[src/rtl/eth_ptp_ts_capture.sv]
// eth_ptp_ts_capture
//   AXI-stream pass-through register stage for the MAC TX path. PTP time is
//   sampled on the first accepted beat of each frame. When the frame's last
//   beat is accepted, {timestamp, tag} is committed into a small FIFO for host
//   readback.
// Ports
//   clk, rst        clock, asynchronous active-high reset
//   s_axis_*        input stream; tuser = {tag, bad}
//   m_axis_*        output stream, one register stage, fields unmodified
//   ptp_time        current PTP time (same clock domain)
//   m_ts/m_ts_tag   FIFO head; m_ts_valid = not empty; m_ts_ready pops
//   ts_overflow     one-cycle pulse when a commit is dropped on a full FIFO
//   ts_count        FIFO occupancy
module eth_ptp_ts_capture #(
  parameter int DATA_WIDTH    = 64,
  parameter int KEEP_WIDTH    = DATA_WIDTH/8,
  parameter int PTP_TS_WIDTH  = 96,
  parameter int PTP_TAG_WIDTH = 16,
  parameter int USER_WIDTH    = PTP_TAG_WIDTH+1,
  parameter int TS_FIFO_DEPTH = 4,
  parameter int DROP_BAD_TS   = 1
) (
  input  logic                             clk,
  input  logic                             rst,
  input  logic [DATA_WIDTH-1:0]            s_axis_tdata,
  input  logic [KEEP_WIDTH-1:0]            s_axis_tkeep,
  input  logic                             s_axis_tlast,
  input  logic [USER_WIDTH-1:0]            s_axis_tuser,
  input  logic                             s_axis_tvalid,
  output logic                             s_axis_tready,
  output logic [DATA_WIDTH-1:0]            m_axis_tdata,
  output logic [KEEP_WIDTH-1:0]            m_axis_tkeep,
  output logic                             m_axis_tlast,
  output logic [USER_WIDTH-1:0]            m_axis_tuser,
  output logic                             m_axis_tvalid,
  input  logic                             m_axis_tready,
  input  logic [PTP_TS_WIDTH-1:0]          ptp_time,
  output logic [PTP_TS_WIDTH-1:0]          m_ts,
  output logic [PTP_TAG_WIDTH-1:0]         m_ts_tag,
  output logic                             m_ts_valid,
  input  logic                             m_ts_ready,
  output logic                             ts_overflow,
  output logic [$clog2(TS_FIFO_DEPTH):0]   ts_count
);
  localparam int AW = $clog2(TS_FIFO_DEPTH);
  localparam int CW = AW + 1;

  // data stage
  logic                     r_m_valid;
  logic [DATA_WIDTH-1:0]    r_m_data;
  logic [KEEP_WIDTH-1:0]    r_m_keep;
  logic                     r_m_last;
  logic [USER_WIDTH-1:0]    r_m_user;
  logic                     w_in_fire;
  logic                     w_out_fire;

  // frame tracking / capture
  logic                     r_sof;
  logic [PTP_TS_WIDTH-1:0]  r_pend_ts;
  logic [PTP_TAG_WIDTH-1:0] r_pend_tag;
  logic [PTP_TS_WIDTH-1:0]  w_commit_ts;
  logic [PTP_TAG_WIDTH-1:0] w_commit_tag;

  // timestamp FIFO
  logic [PTP_TS_WIDTH-1:0]  r_ts_mem  [TS_FIFO_DEPTH];
  logic [PTP_TAG_WIDTH-1:0] r_tag_mem [TS_FIFO_DEPTH];
  logic [AW-1:0]            r_wr_ptr;
  logic [AW-1:0]            r_rd_ptr;
  logic [CW-1:0]            r_count;
  logic                     r_ovf;
  logic                     w_push_req;
  logic                     w_push;
  logic                     w_pop;
  logic                     w_full;

  assign s_axis_tready = m_axis_tready | ~r_m_valid;
  assign w_in_fire     = s_axis_tvalid & s_axis_tready;
  assign w_out_fire    = r_m_valid & m_axis_tready;

  always_ff @(posedge clk or posedge rst) begin
    if (rst) begin
      r_m_valid <= 1'b0;
      r_m_data  <= '0;
      r_m_keep  <= '0;
      r_m_last  <= 1'b0;
      r_m_user  <= '0;
    end else begin
      if (w_in_fire) begin
        r_m_valid <= 1'b1;
        r_m_data  <= s_axis_tdata;
        r_m_keep  <= s_axis_tkeep;
        r_m_last  <= s_axis_tlast;
        r_m_user  <= s_axis_tuser;
      end else if (w_out_fire) begin
        r_m_valid <= 1'b0;
      end
    end
  end

  assign m_axis_tvalid = r_m_valid;
  assign m_axis_tdata  = r_m_data;
  assign m_axis_tkeep  = r_m_keep;
  assign m_axis_tlast  = r_m_last;
  assign m_axis_tuser  = r_m_user;

  always_ff @(posedge clk or posedge rst) begin
    if (rst) begin
      r_sof      <= 1'b1;
      r_pend_ts  <= '0;
      r_pend_tag <= '0;
    end else if (w_in_fire) begin
      r_sof <= s_axis_tlast;
      if (r_sof) begin
        r_pend_ts  <= ptp_time;
        r_pend_tag <= s_axis_tuser[USER_WIDTH-1:1];
      end
    end
  end

  // Single-beat frames commit in the capture cycle, so bypass the pending regs.
  assign w_commit_ts  = r_sof ? ptp_time : r_pend_ts;
  assign w_commit_tag = r_sof ? s_axis_tuser[USER_WIDTH-1:1] : r_pend_tag;

  assign w_push_req = w_in_fire & s_axis_tlast &
                      ~((DROP_BAD_TS != 0) & s_axis_tuser[0]);
  assign w_full     = (r_count == CW'(TS_FIFO_DEPTH));
  assign w_pop      = (r_count != '0) & m_ts_ready;
  // A pop frees the slot in the same cycle, so a full FIFO can still accept.
  assign w_push     = w_push_req & (~w_full | w_pop);

  always_ff @(posedge clk or posedge rst) begin
    if (rst) begin
      for (int i = 0; i < TS_FIFO_DEPTH; i++) begin
        r_ts_mem[i]  <= '0;
        r_tag_mem[i] <= '0;
      end
      r_wr_ptr <= '0;
      r_rd_ptr <= '0;
      r_count  <= '0;
      r_ovf    <= 1'b0;
    end else begin
      r_ovf <= w_push_req & w_full & ~w_pop;
      if (w_push) begin
        r_ts_mem[r_wr_ptr]  <= w_commit_ts;
        r_tag_mem[r_wr_ptr] <= w_commit_tag;
        r_wr_ptr            <= r_wr_ptr + AW'(1);
      end
      if (w_pop) r_rd_ptr <= r_rd_ptr + AW'(1);
      if (w_push & ~w_pop)      r_count <= r_count + CW'(1);
      else if (w_pop & ~w_push) r_count <= r_count - CW'(1);
    end
  end

  assign m_ts        = r_ts_mem[r_rd_ptr];
  assign m_ts_tag    = r_tag_mem[r_rd_ptr];
  assign m_ts_valid  = (r_count != '0);
  assign ts_overflow = r_ovf;
  assign ts_count    = r_count;

endmodule
[config.mk]
export PLATFORM = sky130hd
export DESIGN_NAME = eth_ptp_ts_capture
export DESIGN_NICKNAME = d
export VERILOG_FILES = /design/src/rtl/eth_ptp_ts_capture.sv
export SDC_FILE = /design/constraint.sdc
export NUM_CORES = 1
export LEC_CHECK = 0
export ABC_CLOCK_PERIOD_IN_PS = 25900
export CELL_PAD_IN_SITES_DETAIL_PLACEMENT = 2
export CELL_PAD_IN_SITES_GLOBAL_PLACEMENT = 2
export CORE_MARGIN = 3
export CORE_UTILIZATION = 40
export CTS_CLUSTER_SIZE = 30
export DETAILED_ROUTE_END_ITERATION = 10
export HOLD_SLACK_MARGIN = 0.12
export PLACE_DENSITY_LB_ADDON = 0.15
export SLEW_MARGIN = 0
export SYNTH_ARGS = -nofsm -noshare
export SYNTH_HDL_FRONTEND = slang
export SYNTH_SLANG_ARGS = --single-unit
[constraint.sdc]
create_clock -name clk -period 25.9 [get_ports clk]
set_input_delay 5.18 -clock clk [delete_from_list [all_inputs] [get_ports clk]]
set_output_delay 5.18 -clock clk [all_outputs]
set_load 0.01 [all_outputs]
==> results.py <==
metrics = {
    "run_status": {
        "status": "finished, final reports clean",
    },
    "die": {
        "die_area_um2": 74730,
        "std_cell_rows": 97,
        "fp.dieH_um": 273.4,
        "fp.dieW_um": 273.4,
        "start_util": 0.4062,
        "io_pins": 400,
        "core_area_um2": 70390,
    },
    "min_path": {
        "hold_path.class": "reg2reg",
    },
    "clock_tree": {
        "htreeDepth": 3,
        "cts_tree": "yes",
        "cts_buffer_depth": 3,
        "root_buffer": "clkbuf_16",
        "clk_latency_ns": 0.60,
        "numCtsBuffers": 75,
        "cts_setup_buffers": 0,
        "holdBufCountCts": 0,
        "ctsResizeCount": 0,
        "clock-sinks": 660,
        "cts.reportedPaths.clkPinSlew_ns": 0.06,
    },
    "timing": {
        "fin_skew_ns": 0.01745,
        "drv_slew": 0,
        "finalSetupViolations": 0,
        "hold_viol_final": 0,
        "fin_crit_sh": 0.4502,
        "worstMarginPinSlew_ns": 1.132,
        "setup_ws_ns": 14.24,
        "rsz0062_at_grt": "no",
        "min_period_ns": 11.66,
        "relSlewSlack": 0.2452,
        "fin_setup_tns_ns": 0,
        "fmax_ghz": 0.08577,
        "hold_ws_ns": 0.4988,
    },
    "worst_setup_path": {
        "slowest_delay_ns": 0.59,
        "crit_type": "in2out",
        "cp_common_cell": "clkdlybuf4s50_1",
        "arrival_ns": 6.48,
        "required_ns": 20.72,
        "slowest_stage": "clkdlybuf4s50_1",
        "crit_path_max_fanout": 5,
        "worstSetupStartpointType": "primary input",
        "cp_cell_sequence": "clkdlybuf4s50_1 > nand2b_1 > clkdlybuf4s50_1",
        "crit_path_end_kind": "output pin",
    },
    "drt": {
        "postRouteAntennaNets": 0,
        "num_vias": 16230,
        "drt_iter0_markers": 625,
        "avgRoutedWirePerCell_um": 24.46,
        "drt-met1-wl_mm": 30.06,
        "dr_wl_met2_mm": 39.38,
        "drt_wl_total_mm": 74.91,
        "firstDrtPassIters": 4,
        "viasPerCell": 5.300,
        "highest_layer": "met5",
        "routed-wl-met3_mm": 4.015,
        "drc": 0,
    },
    "finish": {
        "synthToLayoutAreaGrowth_pct": 25.18,
        "fillers": 6258,
        "fin_nets": 2265,
        "final_util": 0.5085,
        "fin_area_um2": 35800,
        "drive_above_1_share": 0.4776,
    },
    "synth": {
        "yosys-top-cells-area": "dfrtp_1 (58%), mux2_2 (30%), mux4_2 (8.8%), buf_6 (1.3%), clkbuf_1 (0.54%)",
        "synth.distinct_cells": 24,
        "synth_edf_count": 0,
        "synthCells": 1682,
        "yosysWarnings": 0,
        "synth-seq-area-share": 0.5776,
        "syn_nets": 1879,
        "netlist_area_um2": 28590,
        "ys_ff_latch": 660,
        "yosys.area.top_type_share": 0.5767,
        "synth_ff_type": "dfrtp_1",
        "async_flop_share": 1.000,
        "postSynthAreaPerCell_um2": 17.00,
        "yosys.area.top_type": "dfrtp_1",
    },
    "grt": {
        "gr-total-overflow": 0,
        "grt_pass1_wl_mm": 118.0,
        "grt_antenna_before_repair": 6,
        "grtUsageTotal": 0.2045,
        "grt_max_degree": 175,
        "grt_pass1_vias": 19620,
    },
    "power": {
        "leakage_uw": 0.01548,
        "irDropWorstVdd_mv": 0.06111,
        "power.density_nw_per_um2": 121.1,
    },
    "placement": {
        "hpwlAfterDp_mm": 45.65,
        "place_area_um2": 33310,
        "port_buffers": 399,
        "dp_slack_ns": 14.24,
        "place_congestion": 0.7013,
    },
    "run": {
        "max-cap-violations": 0,
    },
}
## metrics by stage
step           total power [µW]  std cells
4_1_cts                    4418       3059
3_3_place_gp               3204       2931
5_1_grt                    4598       3060
6_report                   4336       3062
3_5_place_dp               3314       2931
2_1_floorplan              2595       1682
## cells in the final DEF (no fill, tap or decap), drive strengths merged
| cell | netlist | final |
|---|---|---|
| nor4b | 2 | 2 |
| ha | 5 | 5 |
| fa | 1 | 1 |
| bufinv | 0 | 5 |
| dfstp | 1 | 1 |
| clkdlybuf4s50 | 0 | 399 |
| nor3b | 1 | 1 |
| nand2b | 2 | 2 |
| mux4 | 112 | 112 |
| buf | 68 | 19 |
| xnor2 | 4 | 4 |
| xor2 | 2 | 2 |
| nand3 | 2 | 2 |
| clkbuf | 41 | 111 |
| nor2 | 1 | 1 |
| inv | 5 | 6 |
| clkinv | 0 | 11 |
| or3 | 1 | 1 |
| nand2 | 12 | 12 |
| o21ai | 1 | 1 |
| mux2 | 762 | 762 |
| diode | 0 | 3 |
| dfrtp | 659 | 659 |
## report_power, final
part / leakage [µW] / internal [µW] / total (µW) / switching [µW]
Combinational: 0.00606 / 943 / 1570 / 627
Sequential: 0.00821 / 1450 / 1700 / 250
Clock: 0.00122 / 645 / 1070 / 421
Total: 0.0155 / 3040 / 4340 / 1300
## layout make-up
type	instances	area, µm²	share of cell area
diodes	3	7.507	0.0002097
clock buffers	111	2227	0.06222
clock inverters	17	247.7	0.006921
inverters	5	26.28	0.0007340
multi-input cells	908	11430	0.3194
flip-flops and latches	660	16530	0.4617
well taps	940	1176	0.03286
repair buffers	418	4149	0.1159
## logic make-up after synthesis
family,Yosys count,synth area share
mux,874,0.3883
flops,660,0.5776
buf+inv,114,0.02472
simple gates,21,0.004463
xor+xnor,6,0.001838
fa+ha+maj,6,0.002888
compound gates,1,0.0001749
## final timing paths
check,from,to,slack (ns),cells past startpoint
worst min register to register,r_tag_mem[23]$_DFFE_PP0P_,r_tag_mem[23]$_DFFE_PP0P_,0.50,1
worst max-delay path,m_axis_tready,s_axis_tready,14.24,3
worst max register to register,ts_count[0]$_DFFE_PP0P_,r_ts_mem[265]$_DFFE_PP0P_,22.46,6
min in group asynchronous,rst,m_axis_tuser[14]$_DFFE_PP0N_,5.15,2
max in group asynchronous,rst,r_ts_mem[354]$_DFFE_PP0P_,17.38,5
worst min-delay path,r_tag_mem[23]$_DFFE_PP0P_,r_tag_mem[23]$_DFFE_PP0P_,0.50,1
## worst max-delay path: cells and delay by family
| family | cells | cell delay, ns |
|---|---|---|
| AND/OR/NAND/NOR | 1 | 0.24 |
| buffers and inverters | 2 | 1.05 |
## layer usage
metal,vias to the layer above,track usage
met3,93,0.04865
li1,6989,-
met2,325,0.3667
met4,6,0.05449
met1,8817,0.2461
met5,-,0
## sequential cells by signal, indices dropped and copies added, names as in the netlist, 2 cells and up
name and flops:
m_axis_tkeep 8, r_wr_ptr 2, r_pend_tag 16, r_ts_mem 384, ts_count 3, r_pend_ts 96, r_rd_ptr 2, m_axis_tuser 17
m_axis_tdata 64, r_tag_mem 64
## Yosys cell counts (4+ instances only)
cell / n
buf_1: 13
buf_2: 19
buf_4: 4
buf_6: 32
clkbuf_1: 41
dfrtp_1: 659
ha_1: 5
inv_1: 5
mux2_2: 762
mux4_2: 112
nand2_1: 8
nand2_2: 4
xnor2_1: 4
No activity file was read; power rests on OpenSTA's default activity.
